File: src/rtl/pipe_ctrl_pkg.sv
// pipe_ctrl_pkg
//   Shared definitions for the pipeline controller: FSM state encodings,
//   the width of the flush down-counter and the NOP instruction word that
//   the pipeline registers load while hold_flag_o is asserted.
package pipe_ctrl_pkg;

  typedef enum logic [1:0] {
    CTRL_IDLE  = 2'd0,
    CTRL_FLUSH = 2'd1,
    CTRL_PEND  = 2'd2
  } ctrl_state_e;

  // Wide enough for FLUSH_CYCLES-1 with FLUSH_CYCLES up to 7.
  localparam int CTRL_CNT_W = 3;

  // addi x0, x0, 0
  localparam logic [31:0] INST_NOP = 32'h0000_0013;

endpackage

File: src/rtl/ctrl_perf_cnt.sv
// ctrl_perf_cnt
//   Two free-running 32-bit event counters for the pipeline controller.
//   Each counter increments by one on every clock in which its enable is
//   high and wraps from 0xFFFFFFFF to 0.
//
// Ports:
//   clk          in   system clock
//   rst_n        in   asynchronous active-low reset, clears both counters
//   i_flush_inc  in   count one flush (hold) cycle
//   i_stall_inc  in   count one stall cycle
//   o_flush_cnt  out  flush-cycle count
//   o_stall_cnt  out  stall-cycle count
module ctrl_perf_cnt (
  input  logic        clk,
  input  logic        rst_n,
  input  logic        i_flush_inc,
  input  logic        i_stall_inc,
  output logic [31:0] o_flush_cnt,
  output logic [31:0] o_stall_cnt
);

  logic [1:0]  w_inc;
  logic [31:0] r_cnt [2];

  assign w_inc = {i_stall_inc, i_flush_inc};

  genvar gi;
  generate
    for (gi = 0; gi < 2; gi++) begin : g_cnt
      always_ff @(posedge clk or negedge rst_n) begin
        if (!rst_n) begin
          r_cnt[gi] <= '0;
        end else if (w_inc[gi]) begin
          r_cnt[gi] <= r_cnt[gi] + 32'd1;
        end
      end
    end
  endgenerate

  assign o_flush_cnt = r_cnt[0];
  assign o_stall_cnt = r_cnt[1];

endmodule

File: src/rtl/pipe_ctrl.sv
// pipe_ctrl
//   Central pipeline controller. Turns ex redirect requests and busy
//   requests into the PC redirect, the PC/if_id freeze and the hold flag
//   that loads NOP/zero into the pipeline registers. A jump arriving while
//   an instruction fetch is in flight is parked and replayed once the bus
//   frees.
//
//   Optional feature macro: CTRL_PERF_CNT_EN
//     defined   -> flush/stall cycle counters are built (ctrl_perf_cnt)
//     undefined -> perf outputs tied to zero, no counter flops
//
// Parameters:
//   FLUSH_CYCLES  cycles of hold_flag_o per accepted jump (1..7), accept
//                 cycle included
//
// Ports:
//   clk               in   system clock
//   rst_n             in   asynchronous active-low reset
//   jump_en_i         in   ex redirect request (single-cycle pulse)
//   jump_addr_i       in   redirect target, valid with jump_en_i
//   ex_stall_req_i    in   ex multi-cycle op busy (level)
//   mem_wait_i        in   instruction fetch in flight (level)
//   jump_en_o         out  pc_reg loads jump_addr_o this cycle
//   jump_addr_o       out  redirect target, 0 when jump_en_o=0
//   hold_flag_o       out  if_id/id_ex load NOP/zero
//   stall_pc_o        out  pc_reg/if_id hold their value
//   perf_flush_cnt_o  out  hold cycle count (feature only)
//   perf_stall_cnt_o  out  stall cycle count (feature only)
module pipe_ctrl #(
  parameter int FLUSH_CYCLES = 2
) (
  input  logic        clk,
  input  logic        rst_n,
  input  logic        jump_en_i,
  input  logic [31:0] jump_addr_i,
  input  logic        ex_stall_req_i,
  input  logic        mem_wait_i,
  output logic        jump_en_o,
  output logic [31:0] jump_addr_o,
  output logic        hold_flag_o,
  output logic        stall_pc_o,
  output logic [31:0] perf_flush_cnt_o,
  output logic [31:0] perf_stall_cnt_o
);

  import pipe_ctrl_pkg::*;

  localparam logic [CTRL_CNT_W-1:0] FLUSH_INIT  = CTRL_CNT_W'(FLUSH_CYCLES - 1);
  localparam bit                    MULTI_FLUSH = (FLUSH_CYCLES > 1);

  ctrl_state_e           r_state;
  logic [CTRL_CNT_W-1:0] r_cnt;
  logic [31:0]           r_pend_addr;

  logic w_idle;
  logic w_flush;
  logic w_pend;
  logic w_acc_now;
  logic w_acc_pend;
  logic w_jump;
  logic w_hold;
  logic w_stall;

  assign w_idle  = (r_state == CTRL_IDLE);
  assign w_flush = (r_state == CTRL_FLUSH);
  assign w_pend  = (r_state == CTRL_PEND);

  // The two ways a redirect reaches pc_reg: straight through when the bus
  // is free, or replayed from the parked address once it frees.
  assign w_acc_now  = w_idle & jump_en_i & ~mem_wait_i;
  assign w_acc_pend = w_pend & ~mem_wait_i;

  // All outputs are gated with rst_n so they drop the moment reset is
  // asserted, independent of whatever the inputs are doing.
  assign w_jump = rst_n & (w_acc_now | w_acc_pend);

  // Any jump seen in IDLE (accepted or parked) squashes the younger
  // instructions immediately; PEND and FLUSH keep squashing.
  assign w_hold = rst_n & ((w_idle & jump_en_i) | w_pend | w_flush | ex_stall_req_i);

  // The PC is frozen whenever the fetch bus is busy or ex is busy. In PEND
  // this drops exactly on the replay cycle, since that is the first cycle
  // with mem_wait_i low.
  assign w_stall = rst_n & (mem_wait_i | ex_stall_req_i);

  assign jump_en_o   = w_jump;
  assign jump_addr_o = w_jump ? (w_pend ? r_pend_addr : jump_addr_i) : '0;
  assign hold_flag_o = w_hold;
  assign stall_pc_o  = w_stall;

  always_ff @(posedge clk or negedge rst_n) begin
    if (!rst_n) begin
      r_state     <= CTRL_IDLE;
      r_cnt       <= '0;
      r_pend_addr <= '0;
    end else begin
      case (r_state)
        CTRL_IDLE: begin
          if (jump_en_i) begin
            if (mem_wait_i) begin
              r_pend_addr <= jump_addr_i;
              r_state     <= CTRL_PEND;
            end else if (MULTI_FLUSH) begin
              r_cnt   <= FLUSH_INIT;
              r_state <= CTRL_FLUSH;
            end
          end
        end
        CTRL_PEND: begin
          // jump_en_i is deliberately ignored here: ex was flushed when
          // the jump was parked, so it cannot legally issue another.
          if (!mem_wait_i) begin
            r_pend_addr <= '0;
            if (MULTI_FLUSH) begin
              r_cnt   <= FLUSH_INIT;
              r_state <= CTRL_FLUSH;
            end else begin
              r_state <= CTRL_IDLE;
            end
          end
        end
        CTRL_FLUSH: begin
          // ex holds a bubble during FLUSH, so jump_en_i is not looked at.
          r_cnt <= r_cnt - CTRL_CNT_W'(1);
          if (r_cnt == CTRL_CNT_W'(1)) begin
            r_state <= CTRL_IDLE;
          end
        end
        default: begin
          r_state <= CTRL_IDLE;
        end
      endcase
    end
  end

`ifndef SYNTHESIS
  // A redirect request while a jump is parked means ex was not flushed.
  always @(posedge clk) begin
    if (rst_n && w_pend) begin
      assert (!jump_en_i);
    end
  end
`endif

`ifdef CTRL_PERF_CNT_EN
  ctrl_perf_cnt u_perf_cnt (
    .clk         (clk),
    .rst_n       (rst_n),
    .i_flush_inc (w_hold),
    .i_stall_inc (w_stall),
    .o_flush_cnt (perf_flush_cnt_o),
    .o_stall_cnt (perf_stall_cnt_o)
  );
`else
  assign perf_flush_cnt_o = 32'b0;
  assign perf_stall_cnt_o = 32'b0;
`endif

endmodule

File: config.mk
export PLATFORM = sky130hd
export DESIGN_NAME = pipe_ctrl
export DESIGN_NICKNAME = d
export VERILOG_FILES = /design/src/rtl/pipe_ctrl_pkg.sv /design/src/rtl/ctrl_perf_cnt.sv /design/src/rtl/pipe_ctrl.sv
export SDC_FILE = /design/constraint.sdc
export NUM_CORES = 1
export LEC_CHECK = 0
export ABC_AREA = 0
export BUFFER_PORTS_ARGS = -buffer_cell sky130_fd_sc_hd__buf_2
export CORE_MARGIN = 3
export CORE_UTILIZATION = 25
export CTS_BUF_LIST = sky130_fd_sc_hd__clkbuf_2
export DETAILED_ROUTE_END_ITERATION = 7
export HOLD_SLACK_MARGIN = 0.1
export PLACE_DENSITY = 0.58
export SYNTH_ARGS = -nofsm -noshare
export SYNTH_HDL_FRONTEND = slang
export SYNTH_HIERARCHICAL = 1
export SYNTH_SLANG_ARGS = --single-unit
File: constraint.sdc
create_clock -name clk -period 3.1 [get_ports clk]
set_clock_uncertainty 0.15 [all_clocks]
set_input_delay 0.31 -clock clk [delete_from_list [all_inputs] [get_ports clk]]
set_output_delay 0.31 -clock clk [all_outputs]
set_load 0.005 [all_outputs]
==> out/qor.txt, run 1 <==
OUTCOME
----------------------------------------------------------------------------------------
Run status ................................................................    completed

FLOORPLANNING
----------------------------------------------------------------------------------------
Total core area ...........................................................   9820 sq um
Effective utilization at floorplan ........................................        0.259
# IOs .....................................................................          136
Die width .................................................................  107 microns
Die extent in y ...........................................................  107 microns
Total die area ............................................................  11400 sq um
Row count .................................................................           36

CRITICAL PATH
----------------------------------------------------------------------------------------
CP arrival ................................................................      2.18 ns
Setup Crit Path Kind ......................................................      reg2out
Largest fanout on the critical path .......................................           33
Crit path capture type .................................................... primary output
Launching element type of the critical path ...............................    flip-flop
CP Data Required Time .....................................................      2.64 ns

YOSYS
----------------------------------------------------------------------------------------
Top cells by area in the synthesized netlist .............................. sky130_fd_sc_hd__dfrtp_1, sky130_fd_sc_hd__buf_4, sky130_fd_sc_hd__a22o_1
Cells after Synth .........................................................          285
Largest family of logic cells by synthesized area ......................... compound AO/OA/AOI/OAI gates
Adder and majority gate portion of the synthesized area ...................      0.00982
Synth Area in Compound Gates ..............................................        0.249
Cell type contributing the most total cell area after synthesis ........... sky130_fd_sc_hd__dfrtp_1
Share of flip-flops with an asynchronous set or reset .....................         1.00
Area share of the leading cell type in the synthesized netlist ............        0.363
Syn. warnings .............................................................            6
Number of synthesized flops with an enable pin ............................            0
Number of distinct library cells after synthesis ..........................           24
Primary flip-flop cell chosen by synthesis mapping ........................ sky130_fd_sc_hd__dfrtp_1
Mapped Avg Cell Area ......................................................   8.94 sq um
Count of state elements after synthesis ...................................           37
Synth Cell Area ...........................................................   2550 sq um
Post-Synth XOR/XNOR Area ..................................................            0
Simple-gate share of the synthesized area .................................        0.135
Portion of netlist area occupied by mux cells .............................            0
Sequential-to-total area share from yosys stat ............................        0.363

FINISH
----------------------------------------------------------------------------------------
Fill cell instance count of the final layout ..............................         1053
Seq. cell area ............................................................    926 sq um
Net count, final ..........................................................          422
Area growth from synthesis to layout ......................................        24.9%
Cell area after layout ....................................................   3180 sq um
Fraction of layout instances using a drive strength above 1 ...............        0.307
Footprint of the multi-input gates ........................................   1250 sq um
Ant. Diodes ...............................................................            0

TIMING
----------------------------------------------------------------------------------------
Portion of the clock cycle consumed by the worst path in the final layout .        0.850
Final Worst Setup Slack ...................................................     0.465 ns
Unrepaired setup endpoints after global routing ...........................        false
Min cycle time layout .....................................................      2.64 ns
Fin. Hold Viols ...........................................................            0
Max-slew violation count ..................................................            0
Headroom to the max-slew limit ............................................        0.370
Post-Route Hold Slack .....................................................     0.343 ns
Final setup vio count .....................................................            0
Least-Margin Pin Slew .....................................................     0.942 ns
Fmax ......................................................................      379 MHz
Post-route setup TNS ......................................................         0 ns

FLOW RUN
----------------------------------------------------------------------------------------
MaxCap Viol Count .........................................................            0

DETAILED ROUTING
----------------------------------------------------------------------------------------
Drt first-iter violations .................................................           86
Vias after detailed routing ...............................................         2110
Vias per Instance .........................................................         4.08
DRC violation count after routing .........................................            0
Number of nets still failing antenna checks after routing .................            0
Drt pass-1 iters ..........................................................            4
Detailed-route wire length ................................................      6.07 mm
Wire length per cell ...................................................... 11.7 microns

GLOBAL ROUTING
----------------------------------------------------------------------------------------
Number of global-route vias before repair .................................         2044
Global-route wire length before repair ....................................      9.69 mm
Largest net degree at the start of global routing .........................           40
Global-route usage over all layers ........................................        0.103
Number of antenna violations at the first check in global routing .........            0
Residual overflow from global routing .....................................            0

CLOCKING
----------------------------------------------------------------------------------------
TritonCTS clock tree ......................................................         done
Post CTS Setup Buffer Count ...............................................            0
Insertion delay to the later sink of the worst-skew pair ..................      0.39 ns
Number of CTS-inserted buffers ............................................            5
Worst-case clock buffer depth .............................................            2
CTS root buf .............................................................. sky130_fd_sc_hd__clkbuf_2
Clock Pin Slew Worst Setup and Hold Paths .................................      0.22 ns
CTS H-tree lvls ...........................................................            2
Clock sinks ...............................................................           37

POWER AND IR DROP
----------------------------------------------------------------------------------------
Static leakage ............................................................      1.63 nW
Power density of the placed cells .........................................  588 nW/um^2
Peak VDD IR ...............................................................     0.247 mV

MIN PATH
----------------------------------------------------------------------------------------
Class of the tightest hold or removal check ...............................     in2async

PLACED DESIGN
----------------------------------------------------------------------------------------
Cell area after placement .................................................   2760 sq um
Final weighted congestion of routability-driven global placement ..........        0.707
Number of port buffers ....................................................           71
Post-detail-place hpwl ....................................................      3.98 mm
DP Worst Slack ............................................................     0.901 ns

==> cells in the mapped netlist, types with 2 or more instances <==
cell type,n
sky130_fd_sc_hd__a21oi_1,9
sky130_fd_sc_hd__buf_2,3
sky130_fd_sc_hd__o22ai_1,2
sky130_fd_sc_hd__nand2b_1,3
sky130_fd_sc_hd__buf_6,5
sky130_fd_sc_hd__nor2b_1,4
sky130_fd_sc_hd__a22o_1,32
sky130_fd_sc_hd__inv_1,5
sky130_fd_sc_hd__dfrtp_1,37
sky130_fd_sc_hd__nor3_1,3
sky130_fd_sc_hd__ha_1,2
sky130_fd_sc_hd__a21oi_2,30
sky130_fd_sc_hd__o21a_1,2
sky130_fd_sc_hd__buf_4,64
sky130_fd_sc_hd__clkbuf_1,12
sky130_fd_sc_hd__nand2_1,64
==> placed cells by master (no fill, tap or decap), drive strengths merged, types with 3 or more instances in the layout <==
| cell type | netlist | layout |
|---|---|---|
| a21oi | 39 | 39 |
| dfrtp | 37 | 37 |
| clkbuf | 12 | 5 |
| a22o | 32 | 32 |
| buf | 72 | 77 |
| nand2 | 64 | 64 |
| conb | 1 | 64 |
| nor2b | 4 | 4 |
| nand2b | 3 | 3 |
| inv | 5 | 5 |
| nor3 | 3 | 3 |
| dlygate4sd3 | 0 | 35 |
==> what timing repair did <==
item,CTS,global route
hold buffers,35,0
gates resized for setup,0,0
endpoints found under the hold margin,71,0
==> worst max-delay path, stage by stage, from the launching register on <==
cell and delay, ns:
sky130_fd_sc_hd__dfrtp_1 0.58, sky130_fd_sc_hd__or4b_4 0.88, sky130_fd_sc_hd__a21oi_1 0.20, sky130_fd_sc_hd__buf_2 0.13
==> final cells by class <==
cell class | count | share of cell area
inverter | 5 | 0.00590
sequential | 37 | 0.291
multi-input combinational | 222 | 0.394
timing repair buffer | 112 | 0.236
clock buffer | 5 | 0.00787
clock inverter | 3 | 0.0130
tap | 133 | 0.0523
==> worst paths after layout <==
check	startpoint	end	slack, ns	depth (start not counted)
setup / recovery	r_state[0]	jump_addr_o[0]	0.46	3
min in group clk	r_pend_addr[14]	r_pend_addr[14]	0.37	1
max in group asynchronous	rst_n	r_cnt[0]	2.10	3
hold reg to reg	r_pend_addr[14]	r_pend_addr[14]	0.37	1
setup reg to reg	r_state[0]	r_pend_addr[23]	0.94	4
hold / removal	rst_n	r_cnt[1]	0.34	3
==> where the power goes <==
| part | switching (mW) | internal (mW) | total [mW] | leakage [nW] |
|---|---|---|---|---|
| sequential | 0.155 | 0.697 | 0.853 | 0.471 |
| combinational | 0.363 | 0.340 | 0.703 | 1.12 |
| clock | 0.180 | 0.133 | 0.314 | 0.0366 |
| total | 0.698 | 1.17 | 1.87 | 1.63 |
==> cells by family (layout without fill, tap and decap cells) <==
| kind of cell | count (synthesis) | after routing |
|---|---|---|
| flops | 37 | 37 |
| simple gates | 79 | 79 |
| buf+inv | 89 | 125 |
| compound gates | 77 | 77 |
| other cells | 1 | 64 |
| fa+ha+maj | 2 | 2 |
==> per-stage QoR <==
stage / instances / utilization / power (mW)
after CTS: 517 / 0.324 / 1.89
final: 517 / 0.324 / 1.87
after detailed placement: 474 / 0.281 / 1.53
after floorplan: 348 / - / 1.40
after global placement: 474 / 0.281 / 1.51
after global routing: 517 / 0.324 / 2.02
==> state kept, by name, summed over array words and instances (netlist names) <==
signal,cells
r_pend_addr,32
r_state,2
r_cnt,3
==> layer usage <==
layer / vias up / global-route usage / share of wire
met4: 0 / 0.0192 / 0
met1: 1005 / 0.137 / 0.47
li1: 1024 / - / -
met3: 0 / 0.0211 / 0.059
met2: 81 / 0.174 / 0.47
met5: - / 0 / 0
No activity file was read; power rests on OpenSTA's default activity.
==> run 2: changes to the inputs <==
Settings changed: PLACE_DENSITY 0.58 to 0.59.
Clock period 3.1 ns to 2.3 ns, I/O delays scaled along.
==> run 2 against run 1 <==
Compared with the run above: die area unchanged; sequential power up 32%; critical path depth unchanged; final cell count up 2.1%; global-route usage up 1.6 points; sequential share of layout area down 0.99 points; utilization up 1.2 points; total power up 35%; clock power down 6.4%.
==> out/qor.txt, run 2 (synthesis results as in run 1) <==
CLOCKING
----------------------------------------------------------------------------------------
Clock sinks ...............................................................           37
CTS H-tree lvls ...........................................................            2
TritonCTS clock tree ......................................................         done
Clock Pin Slew Worst Setup and Hold Paths .................................      0.20 ns
Number of CTS-inserted buffers ............................................            5
Insertion delay to the later sink of the worst-skew pair ..................      0.38 ns
CTS root buf .............................................................. sky130_fd_sc_hd__clkbuf_2
Worst-case clock buffer depth .............................................            2

CRITICAL PATH
----------------------------------------------------------------------------------------
CP arrival ................................................................      1.85 ns
Kind of cell with the highest combined delay on the critical path ......... simple AND/OR/NAND/NOR gates
Largest fanout on the critical path .......................................            8
Slowest-stage cell, CP .................................................... sky130_fd_sc_hd__or4b_4
CP Data Required Time .....................................................      1.92 ns
Worst Path Buf+Inv ........................................................            1
Crit-path max cell delay ..................................................      0.69 ns
Launching element type of the critical path ...............................    flip-flop
Cell count along the critical path ........................................            3
Crit path capture type .................................................... primary output
Setup Crit Path Kind ......................................................      reg2out
Cell depth of the worst flop-to-flop path .................................            7
Critical path, cell by cell ............................................... or4b_4 -> a21oi_2 -> buf_2

TIMING
----------------------------------------------------------------------------------------
Final setup vio count .....................................................            0
Fin. Hold Viols ...........................................................            0
Post-route setup TNS ......................................................         0 ns
Min cycle time layout .....................................................      2.23 ns
Fmax ......................................................................      448 MHz
Unrepaired setup endpoints after global routing ...........................         true
Max-slew violation count ..................................................            0
Portion of the clock cycle consumed by the worst path in the final layout .        0.971
Least-Margin Pin Slew .....................................................     0.504 ns
Headroom to the max-slew limit ............................................        0.664

FINISH
----------------------------------------------------------------------------------------
Net count, final ..........................................................          433
Highest-count cells in the layout ignoring fill and taps .................. sky130_fd_sc_hd__buf_2, sky130_fd_sc_hd__nand2_1, sky130_fd_sc_hd__conb_1, sky130_fd_sc_hd__dlygate4sd3_1, sky130_fd_sc_hd__dfrtp_1
Fill cell instance count of the final layout ..............................         1027
Area growth from synthesis to layout ......................................        29.4%
Seq. cell area ............................................................    927 sq um
Core Util, Final ..........................................................        0.336
Ant. Diodes ...............................................................            0
Commonest non-fill, non-tap cell in the layout ............................ sky130_fd_sc_hd__buf_2
Registers with the most flip-flops ........................................ r_pend_addr x32, r_cnt x3, r_state x2
Footprint of the multi-input gates ........................................   1320 sq um
Flip-flop count of the largest register after layout ......................           32
Fraction of layout instances using a drive strength above 1 ...............        0.332
Register with the most flip-flops .........................................  r_pend_addr

POWER AND IR DROP
----------------------------------------------------------------------------------------
Power density of the placed cells .........................................  764 nW/um^2
Peak VDD IR ...............................................................     0.351 mV
Static leakage ............................................................      1.67 nW

FLOORPLANNING
----------------------------------------------------------------------------------------
Effective utilization at floorplan ........................................        0.259
Die width .................................................................  107 microns
# IOs .....................................................................          136
Total core area ...........................................................   9820 sq um
Row count .................................................................           36
Total die area ............................................................  11400 sq um
Die extent in y ...........................................................  107 microns

PLACED DESIGN
----------------------------------------------------------------------------------------
Number of port buffers ....................................................           71
Post-detail-place hpwl ....................................................      4.13 mm
Final weighted congestion of routability-driven global placement ..........        0.732

GLOBAL ROUTING
----------------------------------------------------------------------------------------
Global-route usage over all layers ........................................        0.119
Number of antenna violations at the first check in global routing .........            0
Largest net degree at the start of global routing .........................           40
Number of global-route vias before repair .................................         2110
Global-route wire length before repair ....................................      10.7 mm
Residual overflow from global routing .....................................            0

DETAILED ROUTING
----------------------------------------------------------------------------------------
Drt pass-1 iters ..........................................................            4
Wire length per cell ...................................................... 13.3 microns
Drt first-iter violations .................................................           97
Detailed-route wire length ................................................      7.02 mm
Vias after detailed routing ...............................................         2212
Number of nets still failing antenna checks after routing .................            0
DRC violation count after routing .........................................            0
Vias per Instance .........................................................         4.19

FLOW RUN
----------------------------------------------------------------------------------------
MaxCap Viol Count .........................................................            0

OUTCOME
----------------------------------------------------------------------------------------
Run status ................................................................    completed

MIN PATH
----------------------------------------------------------------------------------------
Class of the tightest hold or removal check ...............................       in2reg
Cells on Worst Hold Path ..................................................            4

[run 2: timing repair]
action	4_1_cts	5_1_grt
buffers inserted	0	1
gates cloned	2	2
endpoints found under the hold margin	72	0
hold buffers	36	0
pin swaps	2	3
resized for setup	2	12
setup endpoints to repair	32	33
[run 2: metrics by stage]
| stage | worst slack [ns] | hold WS [ns] | power [mW] | area (sq um) | cells |
|---|---|---|---|---|---|
| after floorplan | 0.551 | -0.216 | 1.89 | 2780 | 348 |
| after global placement | 0.379 | 0.211 | 2.08 | 2800 | 479 |
| after detailed placement | 0.377 | 0.214 | 2.10 | 2800 | 479 |
| after CTS | 0.00449 | 0.115 | 2.49 | 3230 | 525 |
| after global routing | -0.0388 | 0.172 | 2.73 | 3300 | 528 |
| final | 0.0673 | 0.150 | 2.52 | 3300 | 528 |
[run 2: final cells by class]
type / count / share of cell area
repair buffers: 119 / 0.251
clock buffers: 5 / 0.00759
flip-flops and latches: 37 / 0.281
multi-input cells: 226 / 0.400
inverters: 5 / 0.00569
clock inverters: 3 / 0.00380
well taps: 133 / 0.0505
[run 2: final timing paths]
check / endpoint / from / slack (ns)
min in group asynchronous: r_pend_addr[20] / rst_n / 0.37
max reg2reg: r_pend_addr[23] / r_state[0] / 0.40
max in group asynchronous: r_state[0] / rst_n / 1.27
min: r_cnt[0] / jump_en_i / 0.15
min reg2reg: r_pend_addr[29] / r_pend_addr[29] / 0.37
max: jump_addr_o[20] / r_state[0] / 0.07
[run 2: routing by layer]
metal / wire (microns) / GRT usage / part of all wire
met4: 39 / 0.0311 / 0.0056
met5: 0 / 0 / 0
met3: 400 / 0.0229 / 0.057
met2: 3390 / 0.199 / 0.48
met1: 3190 / 0.157 / 0.45
[run 2: power by group]
part / internal, mW / leakage [nW] / switching, mW / total, mW
Combinational: 0.526 / 1.18 / 0.572 / 1.10
Clock: 0.0668 / 0.0278 / 0.227 / 0.294
Sequential: 0.942 / 0.470 / 0.185 / 1.13
[run 2: worst min-delay path, delay by kind of cell]
family	cells	cell delay (ns)
AND/OR/NAND/NOR	1	0.05
AO/OA/AOI/OAI	2	0.26
buffers and inverters	1	0.12
==> run 3: changes to the inputs <==
Settings changed: ABC_AREA 0 to 1, PLACE_DENSITY 0.59 to 0.58, SYNTH_HIERARCHICAL 1 to unset.
==> run 3 against run 2 <==
Compared with the run above: die area increased by 16%; combinational power increased by 17%; area after synthesis increased by 17%; total power increased by 12%; sequential power about the same; sequential share of layout area decreased by 2.9 points; worst hold slack improved by 0.14 ns; critical path depth increased by 6; setup slack improved by 0.097 ns; design area increased by 12%; maximum frequency increased by 4.5%; clock power increased by 36%; critical path type is now in2out; largest power group is now combinational logic; highest routed layer unchanged.
==> out/qor.txt, run 3 <==
TIMING
----------------------------------------------------------------------------------------
Least-Margin Pin Slew .....................................................     0.632 ns
Min cycle time layout .....................................................      2.14 ns
Unrepaired setup endpoints after global routing ...........................         true
Portion of the clock cycle consumed by the worst path in the final layout .        0.929
Max-slew violation count ..................................................            0
Fin. Hold Viols ...........................................................            0
Post-Route Hold Slack .....................................................     0.288 ns
Final setup vio count .....................................................            0
Fmax ......................................................................      468 MHz
Headroom to the max-slew limit ............................................        0.578

PLACED DESIGN
----------------------------------------------------------------------------------------
Cell area after placement .................................................   3210 sq um
Post-detail-place hpwl ....................................................      4.90 mm
Final weighted congestion of routability-driven global placement ..........        0.700
Number of placed instances with taps included .............................          653
Number of port buffers ....................................................           71

DETAILED ROUTING
----------------------------------------------------------------------------------------
Drt first-iter violations .................................................           69
Vias per Instance .........................................................         4.00
Number of nets still failing antenna checks after routing .................            0
Wire length per cell ...................................................... 10.3 microns
Drt pass-1 iters ..........................................................            4
Detailed-route wire length ................................................      7.18 mm
Vias after detailed routing ...............................................         2794
DRC violation count after routing .........................................            0

POWER AND IR DROP
----------------------------------------------------------------------------------------
Switching portion of total power ..........................................        0.426
Clk pwr share .............................................................        0.142
Sequential power share ....................................................        0.404
Static leakage ............................................................      2.27 nW
Switching power ...........................................................      1.21 mW
Internal portion of total power ...........................................      1.63 mW
Tot Pwr ...................................................................      2.83 mW
Combinational cell fraction of total power ................................        0.454
Power density of the placed cells .........................................  769 nW/um^2
Peak VDD IR ...............................................................     0.341 mV

GLOBAL ROUTING
----------------------------------------------------------------------------------------
Met3 track demand over resource in global routing .........................       0.0237
Fraction of met1 tracks used by global routing ............................        0.136
Residual overflow from global routing .....................................            0
Number of global-route vias before repair .................................         2529
Met2 Resource Use GR ......................................................        0.174
Global-route wire length before repair ....................................      11.4 mm
Number of antenna violations at the first check in global routing .........            0
Largest net degree at the start of global routing .........................           61
Peak-usage layer in the global routing report .............................         met2
Global-route usage over all layers ........................................        0.105

CRITICAL PATH
----------------------------------------------------------------------------------------
Slowest-stage cell, CP .................................................... sky130_fd_sc_hd__dlygate4sd3_1
Launch point of the critical path .........................................   mem_wait_i
CP Data Required Time .....................................................      1.92 ns
Setup Crit Path Kind ......................................................       in2out
Crit path capture type .................................................... primary output
Launching element type of the critical path ...............................    input pin
Largest fanout on the critical path .......................................           18
Kind of cell with the highest combined delay on the critical path ......... buffers and inverters
Critical path, cell by cell ............................................... dlygate4sd3_1 -> buf_2 -> inv_1 -> nand3_1 -> a21oi_4 -> buf_6 -> nand2_1 -> inv_1 -> buf_2
Cell depth of the worst flop-to-flop path .................................            5
Minimum setup slack among reg-to-reg paths ................................      0.35 ns
Reg-to-reg startpoint .....................................................   r_state[0]
Worst Path Buf+Inv ........................................................            6
CP arrival ................................................................      1.76 ns
Worst reg2reg endpoint .................................................... r_pend_addr[9]
Crit-path max cell delay ..................................................      0.52 ns

YOSYS
----------------------------------------------------------------------------------------
Number of synthesized flops with an enable pin ............................            0
Top cells by area in the synthesized netlist .............................. sky130_fd_sc_hd__dfrtp_1, sky130_fd_sc_hd__buf_4, sky130_fd_sc_hd__nand2_1
Syn. warnings .............................................................            0
Most instantiated library cell after synthesis ............................ sky130_fd_sc_hd__nand2_1
Share of flip-flops with an asynchronous set or reset .....................         1.00
Most numerous cell types in the synthesized netlist ....................... sky130_fd_sc_hd__nand2_1, sky130_fd_sc_hd__inv_1, sky130_fd_sc_hd__buf_4
Count of state elements after synthesis ...................................           37
Cell type contributing the most total cell area after synthesis ........... sky130_fd_sc_hd__dfrtp_1
Primary flip-flop cell chosen by synthesis mapping ........................ sky130_fd_sc_hd__dfrtp_1
Area share of the leading cell type in the synthesized netlist ............        0.311
Sequential-to-total area share from yosys stat ............................        0.311
Mapped Avg Cell Area ......................................................   6.52 sq um
Number of distinct library cells after synthesis ..........................           24
Synth Cell Area ...........................................................   2980 sq um
Cells after Synth .........................................................          457

FLOORPLANNING
----------------------------------------------------------------------------------------
Die width .................................................................  115 microns
Row count .................................................................           39
Die extent in y ...........................................................  115 microns
Effective utilization at floorplan ........................................        0.259
Total core area ...........................................................  11500 sq um
Total die area ............................................................  13300 sq um
# IOs .....................................................................          136

FINISH
----------------------------------------------------------------------------------------
Ant. Diodes ...............................................................            0
Cell area after layout ....................................................   3680 sq um
Core Util, Final ..........................................................        0.320
Register with the most flip-flops .........................................  r_pend_addr
Flip-flop count of the largest register after layout ......................           32
Registers with the most flip-flops ........................................ r_pend_addr x32, r_cnt x3, r_state x2
Seq. cell area ............................................................    928 sq um
Fill cell instance count of the final layout ..............................         1267
Footprint of the multi-input gates ........................................   1400 sq um
Fraction of layout instances using a drive strength above 1 ...............        0.178
Area growth from synthesis to layout ......................................        23.7%
Commonest non-fill, non-tap cell in the layout ............................ sky130_fd_sc_hd__nand2_1
Net count, final ..........................................................          594
Highest-count cells in the layout ignoring fill and taps .................. sky130_fd_sc_hd__nand2_1, sky130_fd_sc_hd__inv_1, sky130_fd_sc_hd__buf_2, sky130_fd_sc_hd__conb_1, sky130_fd_sc_hd__dlygate4sd3_1
Cell Count, Final, Fillers Out ............................................          699

CLOCKING
----------------------------------------------------------------------------------------
Number of CTS-inserted buffers ............................................            5
CTS root buf .............................................................. sky130_fd_sc_hd__clkbuf_2
Clock Pin Slew Worst Setup and Hold Paths .................................      0.20 ns
TritonCTS clock tree ......................................................         done
Clock sinks ...............................................................           37
Worst-case clock buffer depth .............................................            2
Insertion delay to the later sink of the worst-skew pair ..................      0.38 ns
CTS H-tree lvls ...........................................................            2

MIN PATH
----------------------------------------------------------------------------------------
Class of the tightest hold or removal check ...............................     in2async

OUTCOME
----------------------------------------------------------------------------------------
Run status ................................................................    completed

FLOW RUN
----------------------------------------------------------------------------------------
MaxCap Viol Count .........................................................            0

run 3: timing repair:
action	4_1_cts	5_1_grt
setup buffers	0	1
hold buffers	36	0
cloned	0	1
pin swaps	0	0
endpoints found under the hold margin	72	0
gates resized for setup	1	6
endpoints found under the setup margin	1	32
run 3: power by group through the flow:
stage	Sequential, mW	Combinational, mW	Clock (mW)
global placement	1.14	1.14	0
CTS	1.14	1.25	0.421
finish	1.15	1.29	0.401
global route	1.19	1.50	0.454
detailed placement	1.16	1.19	0
floorplan	1.10	1.02	0
run 3: worst max path at each step:
stage | slack (ns) | endpoint | cells after the start
4_1_cts | 0.03 | jump_addr_o[16] | 8
6_report | 0.16 | jump_addr_o[16] | 9
3_5_place_dp | 0.31 | r_pend_addr[27] | 5
5_1_grt | -0.02 | jump_addr_o[16] | 7
3_3_place_gp | 0.38 | r_pend_addr[10] | 5
2_1_floorplan | 0.80 | jump_addr_o[22] | 6
run 3: kinds of logic (layout without fill, tap and decap cells):
| logic type | after synthesis | in the layout | synth area share |
|---|---|---|---|
| AND/OR/NAND/NOR | 215 | 215 | 0.308 |
| other | 1 | 64 | 0.00126 |
| flip-flops | 37 | 37 | 0.311 |
| AO/OA/AOI/OAI | 39 | 39 | 0.0685 |
| buffers and inverters | 163 | 199 | 0.303 |
| adder cells (fa/ha/maj) | 2 | 2 | 0.00840 |
run 3: worst min-delay path, stage by stage:
cell and delay [ns]:
sky130_fd_sc_hd__dlygate4sd3_1 0.52, sky130_fd_sc_hd__buf_2 0.13, sky130_fd_sc_hd__buf_4 0.43
run 3: per-layer routing:
| layer | vias up | routed length [microns] |
|---|---|---|
| met3 | 8 | 481 |
| met2 | 118 | 3290 |
| met1 | 1215 | 3300 |
| li1 | 1453 | - |
| met4 | 0 | 99 |
| met5 | - | 0 |
run 3: layout make-up:
| class | count | area share |
|---|---|---|
| multi-input combinational | 320 | 0.379 |
| sequential | 37 | 0.252 |
| timing repair buffer | 117 | 0.228 |
| inverter | 74 | 0.0754 |
| tap | 143 | 0.0486 |
| clock inverter | 2 | 0.00917 |
| clock buffer | 6 | 0.00815 |
run 3: stage by stage:
| stage | setup TNS, ns | worst slack, ns |
|---|---|---|
| CTS | 0 | 0.0325 |
| detailed placement | 0 | 0.306 |
| finish | 0 | 0.164 |
| global placement | 0 | 0.381 |
| global route | -0.0164 | -0.0164 |
| floorplan | 0 | 0.796 |
